File: config.mk
export PLATFORM = sky130hd
export DESIGN_NAME = digit_display_scheduler_flat
export DESIGN_NICKNAME = d
export VERILOG_FILES = /design/src/rtl/digit_display_scheduler_if.sv /design/src/rtl/digit_display_scheduler.sv /design/src/flat_wrapper.sv
export SDC_FILE = /design/constraint.sdc
export NUM_CORES = 1
export LEC_CHECK = 0
export BUFFER_PORTS_ARGS = -buffer_cell sky130_fd_sc_hd__buf_2
export CAP_MARGIN = 40
export CELL_PAD_IN_SITES_DETAIL_PLACEMENT = 0
export CELL_PAD_IN_SITES_GLOBAL_PLACEMENT = 2
export CORE_AREA = 4 4 63 65
export CTS_CLUSTER_SIZE = 8
export DETAILED_ROUTE_END_ITERATION = 12
export DIE_AREA = 0 0 67 69
export GPL_TIMING_DRIVEN = 0
export PLACE_DENSITY_LB_ADDON = 0.1
export SYNTH_ARGS = -nofsm -noshare
export SYNTH_HDL_FRONTEND = slang
export SYNTH_SLANG_ARGS = --single-unit
export TNS_END_PERCENT = 20
File: constraint.sdc
create_clock -name clk_i -period 2.6 [get_ports clk_i]
set_input_delay 0.39 -clock clk_i [delete_from_list [all_inputs] [get_ports clk_i]]
set_output_delay 0.39 -clock clk_i [all_outputs]
set_load 0.02 [all_outputs]
File: src/rtl/digit_display_scheduler_if.sv
// Digit request / display-select bundle for digit_display_scheduler.
// Carries:
//   vsync                 frame timing from the display driver
//   req0_* / req1_*       valid/ready digit sources (recogniser, keypad override)
//   num, num_update       registered digit select and its load pulse
//   req_err, pending      out-of-range request pulse and pending-digit flag
// Modports: slave = the scheduler, master = whatever drives the requests.
interface digit_display_scheduler_if;
    logic       vsync;
    logic       req0_valid;
    logic [3:0] req0_num;
    logic       req0_ready;
    logic       req1_valid;
    logic [3:0] req1_num;
    logic       req1_ready;
    logic [4:0] num;
    logic       num_update;
    logic       req_err;
    logic       pending;

    modport slave (
        input  vsync,
        input  req0_valid,
        input  req0_num,
        output req0_ready,
        input  req1_valid,
        input  req1_num,
        output req1_ready,
        output num,
        output num_update,
        output req_err,
        output pending
    );

    modport master (
        output vsync,
        output req0_valid,
        output req0_num,
        input  req0_ready,
        output req1_valid,
        output req1_num,
        input  req1_ready,
        input  num,
        input  num_update,
        input  req_err,
        input  pending
    );
endinterface

File: src/rtl/digit_display_scheduler.sv
// Frame-synchronous digit select scheduler.
// Arbitrates round-robin between two digit sources, holds one accepted digit and
// applies it to the display select only at a frame start, with each applied digit
// held for at least HOLD_FRAMES frames.
// Ports:
//   clk_i  pixel clock (shared with the display driver)
//   rst_i  asynchronous active-high reset
//   bus    digit_display_scheduler_if.slave (vsync, two request channels, outputs)
module digit_display_scheduler #(
    parameter int unsigned HOLD_FRAMES = 30,
    parameter bit          VSYNC_POL   = 1'b1
) (
    input  logic                            clk_i,
    input  logic                            rst_i,
    digit_display_scheduler_if.slave        bus
);

    localparam logic [7:0] HoldReload = 8'(HOLD_FRAMES - 1);

    typedef enum logic {StIdle, StPend} state_e;

    state_e     state_q, state_d;
    logic [3:0] pend_num_q, pend_num_d;
    logic [4:0] num_q, num_d;
    logic [7:0] hold_cnt_q, hold_cnt_d;
    logic       last_grant_q, last_grant_d;
    logic       num_update_q, num_update_d;
    logic       req_err_q, req_err_d;
    logic       vsync_q;

    logic       vs_act;
    logic       frame_start;
    logic       both_valid;
    logic       gnt1;
    logic       ready0, ready1;
    logic       xfer0, xfer1;
    logic [3:0] xfer_num;

    assign vs_act      = ~(bus.vsync ^ VSYNC_POL);
    assign frame_start = vs_act & ~vsync_q;

    always_comb begin
        state_d      = state_q;
        pend_num_d   = pend_num_q;
        num_d        = num_q;
        hold_cnt_d   = hold_cnt_q;
        last_grant_d = last_grant_q;
        num_update_d = 1'b0;
        req_err_d    = 1'b0;

        // On a tie the grant goes to the source that did not win last time.
        both_valid = bus.req0_valid & bus.req1_valid;
        gnt1       = both_valid ? ~last_grant_q : bus.req1_valid;
        ready0     = (state_q == StIdle) & ~(both_valid & gnt1);
        ready1     = (state_q == StIdle) & ~(both_valid & ~gnt1);
        xfer0      = bus.req0_valid & ready0;
        xfer1      = bus.req1_valid & ready1;
        xfer_num   = xfer1 ? bus.req1_num : bus.req0_num;

        // The hold count runs down on every frame, whether or not a digit is waiting.
        if (frame_start) begin
            if (hold_cnt_q != 8'd0) begin
                hold_cnt_d = hold_cnt_q - 8'd1;
            end else if (state_q == StPend) begin
                num_d        = {1'b0, pend_num_q};
                hold_cnt_d   = HoldReload;
                num_update_d = 1'b1;
                state_d      = StIdle;
            end
        end

        // Transfers only happen in StIdle, so they never collide with an apply.
        unique case (state_q)
            StIdle: begin
                if (xfer0 | xfer1) begin
                    last_grant_d = xfer1;
                    if (xfer_num <= 4'd9) begin
                        pend_num_d = xfer_num;
                        state_d    = StPend;
                    end else begin
                        req_err_d = 1'b1;
                    end
                end
            end
            StPend: begin
            end
            default: state_d = StIdle;
        endcase
    end

    always_ff @(posedge clk_i or posedge rst_i) begin
        if (rst_i) begin
            state_q      <= StIdle;
            pend_num_q   <= 4'd0;
            num_q        <= 5'd0;
            hold_cnt_q   <= 8'd0;
            last_grant_q <= 1'b1;
            num_update_q <= 1'b0;
            req_err_q    <= 1'b0;
            vsync_q      <= 1'b0;
        end else begin
            state_q      <= state_d;
            pend_num_q   <= pend_num_d;
            num_q        <= num_d;
            hold_cnt_q   <= hold_cnt_d;
            last_grant_q <= last_grant_d;
            num_update_q <= num_update_d;
            req_err_q    <= req_err_d;
            vsync_q      <= vs_act;
        end
    end

    assign bus.req0_ready = ready0;
    assign bus.req1_ready = ready1;
    assign bus.num        = num_q;
    assign bus.num_update = num_update_q;
    assign bus.req_err    = req_err_q;
    assign bus.pending    = (state_q == StPend);

endmodule

File: src/flat_wrapper.sv
// flat-port wrapper written by rule: the top's interface ports become plain ports
module digit_display_scheduler_flat 
#(
    parameter int unsigned HOLD_FRAMES = 30,
    parameter bit          VSYNC_POL   = 1'b1
)
  (clk_i, rst_i, bus_vsync, bus_req0_valid, bus_req0_num, bus_req0_ready, bus_req1_valid, bus_req1_num, bus_req1_ready, bus_num, bus_num_update, bus_req_err, bus_pending);
  digit_display_scheduler_if bus_i ();
  input  logic clk_i;
  input  logic rst_i;
  input wire logic [$bits(bus_i.vsync)-1:0] bus_vsync;
  input wire logic [$bits(bus_i.req0_valid)-1:0] bus_req0_valid;
  input wire logic [$bits(bus_i.req0_num)-1:0] bus_req0_num;
  output wire logic [$bits(bus_i.req0_ready)-1:0] bus_req0_ready;
  input wire logic [$bits(bus_i.req1_valid)-1:0] bus_req1_valid;
  input wire logic [$bits(bus_i.req1_num)-1:0] bus_req1_num;
  output wire logic [$bits(bus_i.req1_ready)-1:0] bus_req1_ready;
  output wire logic [$bits(bus_i.num)-1:0] bus_num;
  output wire logic [$bits(bus_i.num_update)-1:0] bus_num_update;
  output wire logic [$bits(bus_i.req_err)-1:0] bus_req_err;
  output wire logic [$bits(bus_i.pending)-1:0] bus_pending;
  assign bus_i.vsync = bus_vsync;
  assign bus_i.req0_valid = bus_req0_valid;
  assign bus_i.req0_num = bus_req0_num;
  assign bus_req0_ready = bus_i.req0_ready;
  assign bus_i.req1_valid = bus_req1_valid;
  assign bus_i.req1_num = bus_req1_num;
  assign bus_req1_ready = bus_i.req1_ready;
  assign bus_num = bus_i.num;
  assign bus_num_update = bus_i.num_update;
  assign bus_req_err = bus_i.req_err;
  assign bus_pending = bus_i.pending;
  digit_display_scheduler #(.HOLD_FRAMES(HOLD_FRAMES), .VSYNC_POL(VSYNC_POL)) u_core (.clk_i(clk_i), .rst_i(rst_i), .bus(bus_i));
endmodule
==> qor.csv <==
metric,value,unit
grt_busiest_layer,met2,
r2r_slack,0.49,ns
place.detailed.hpwl,1650,um
die_width,67,um
layout_commonest_cell,buf_2,
postCtsSetupBuffers,0,
final.setup_skew,0.00535,ns
fp-row-count,21,
grt_pass1_vias,851,
num_vias,815,
cts-resized-gates,0,
drc,0,
yosysTopAreaCell,dfrtp_1,
reg2regPathDepth,7,
cts_hold_buf,0,
initial_utilization,32.4,%
worstSetupPathType,register to register,
seqPwrFrac,48.5,%
numCtsBuffers,3,
setup_viol,0,
rr_startpoint,u_core.hold_cnt_q[0],
port_buffers,21,
grt_util_met1,13.5,%
nNetsFinal,147,
hold_viol,0,
track_usage,10.3,%
cts_max_path_buffers,2,
syn_to_final_growth,17.5,%
yosysSeqAreaShare,48.8,%
min_path_type,primary input to register,
maxSlewViolCount,0,
slew_headroom,48.4,%
placedCellCount,173,
tritoncts,yes,
pwr-share-comb,38.0,%
hold_depth,1,
wl_per_cell,12.2,um
ant_nets,0,
outcome,completed,
grt.met3_usage,1.95,%
cts_sinks,21,
power_density,888,mW/mm^2
postSynthCellCount,106,
crit_fanout,5,
clock_power_share,13.5,%
rsz0062_at_grt,false,
crit_required,2.79,ns
p_int,0.000709,W
critPathArrivalTime,2.30,ns
stdcell_count,177,
start_kind,register,
insertion_delay,0.29,ns
overflow,0,
syn-cell-area,0.00108,mm^2
die_h,69,um
cts_root_buf,clkbuf_4,
max_freq,474,MHz
antenna_found_initial,0,
ir_worst_vdd,0.228,mV
worstMarginPinSlew,0.773,ns
grt_pass1_wl,3700,um
utilization,38.0,%
antenna_cells,0,
yosysTopAreaCellShare,46.3,%
synth.distinct_cells,37,
ys_seq_elements,21,
grt_max_degree,22,
min_from,bus_vsync,
fin_setup_tns,0,ns
switchingPower,0.000418,W
synth.net_count,121,
min_to,u_core.vsync_q,
drv_cap,0,
routed_wl,2150,um
num_io_pins,23,
drt-initial-drc-count,20,
ys_top_cells_by_area,"dfrtp_1 46%, mux2_4 5.6%, inv_1 4.2%, o21ai_0 3.7%, nand2_1 3.5%",
layout_min_cycle_time,2.11,ns
gp_congestion,0.666,
swShare,37.1,%
core_area,0.00334,mm^2
r2r_end,u_core.bus.num[2],
avgSynthCellArea,10.2,um^2
use_met2,15.6,%
dieArea,0.00462,mm^2
yosysWarningCount,0,
htreeDepth,1,
final_cell_mix,"23 x buf_2, 20 x dfrtp_1, 12 x inv_1, 10 x nand2_1, 8 x o21ai_0",
power.leakage,0.606,nW
finalCritPeriodShare,81.1,%
critPathCaptureType,register,
firstDrtPassIters,5,
path_clk_slew,0.11,ns
drive_above_1_share,31.3,%
via_per_inst,4.60,
cell usage after synthesis (all sizes together):
master / count
o31a: 1
mux2: 6
dfrtp: 20
a21oi: 3
nor2: 6
o21ba: 1
o21ai: 8
conb: 1
o211ai: 1
ha: 2
o21a: 2
nand4b: 1
or3: 1
nor3: 7
buf: 4
or2: 1
o31ai: 1
or4b: 1
and3b: 1
a221oi: 3
a31oi: 2
dfstp: 1
and3: 1
nand2: 10
a21o: 1
clkbuf: 1
o21bai: 1
o22a: 1
o32ai: 1
mux2i: 2
inv: 12
nor2b: 1
a22oi: 1
state kept, by name, indices dropped and copies added, names as in the netlist:
register / cells
u_core.vsync_q: 1
u_core.last_grant_q: 1
u_core.pend_num_q: 4
u_core.bus.req_err: 1
u_core.bus.pending: 1
u_core.hold_cnt_q: 8
u_core.bus.num: 4
u_core.bus.num_update: 1
power by group through the flow:
stage | clock, W | combinational (W) | sequential [W]
final | 0.000152 | 0.000428 | 0.000547
after global routing | 0.000175 | 0.000487 | 0.000564
after CTS | 0.000159 | 0.000435 | 0.000547
after detailed placement | 0 | 0.000435 | 0.000550
after global placement | 0 | 0.000428 | 0.000549
after floorplan | 0 | 0.000296 | 0.000562
routing by layer:
layer / up-vias / routed length (um)
met4: 0 / 36
met3: 2 / 109
met5: - / 0
met2: 25 / 985
li1: 421 / -
met1: 367 / 1020
cell type report:
class                   count  area [um^2]
fillers                   370         2070
flip-flops and latches     21          527
multi-input cells          68          475
repair buffers             21          105
well taps                  46         57.6
inverters                  12         45.0
plain buffers               5         32.5
clock buffers               4         26.3
cell families after synthesis:
family	count (synthesis)	share of synthesized area, %
and+or+nand+nor	30	14.8
AOI/OAI and AO/OA	27	17.0
DFF	21	48.8
buffers and inverters	17	7.18
muxes	8	9.50
adders and majority gates	2	2.32
other	1	0.347
worst max-delay path by stage:
stage | startpoint | to | slack [ns] | cells after the start
floorplan | u_core.hold_cnt_q[0] | u_core.bus.num[0] | 0.64 | 7
global placement | u_core.hold_cnt_q[0] | u_core.bus.num[3] | 0.52 | 7
detailed placement | u_core.hold_cnt_q[0] | u_core.bus.num[0] | 0.52 | 7
CTS | u_core.hold_cnt_q[0] | u_core.bus.num[3] | 0.50 | 7
global route | u_core.hold_cnt_q[0] | u_core.bus.num[2] | 0.40 | 7
finish | u_core.hold_cnt_q[0] | u_core.bus.num[2] | 0.49 | 7
metrics by stage:
step,worst slack (ns),power [W],hold slack [ns],instance area (um^2)
final,0.492,0.00113,0.210,1270
after global routing,0.402,0.00123,0.192,1270
after CTS,0.501,0.00114,0.201,1270
after detailed placement,0.520,0.000985,0.495,1240
after global placement,0.519,0.000977,0.494,1240
after floorplan,0.643,0.000858,0.366,1080
critical path, cell delays in order, from the launching register on:
cell and delay [ns]:
dfrtp_1 0.42, inv_1 0.09, ha_1 0.19, or4b_4 0.52, nor2_4 0.17, and3_1 0.18
buf_6 0.13, mux2_4 0.29
No activity file was read; power rests on OpenSTA's default activity.
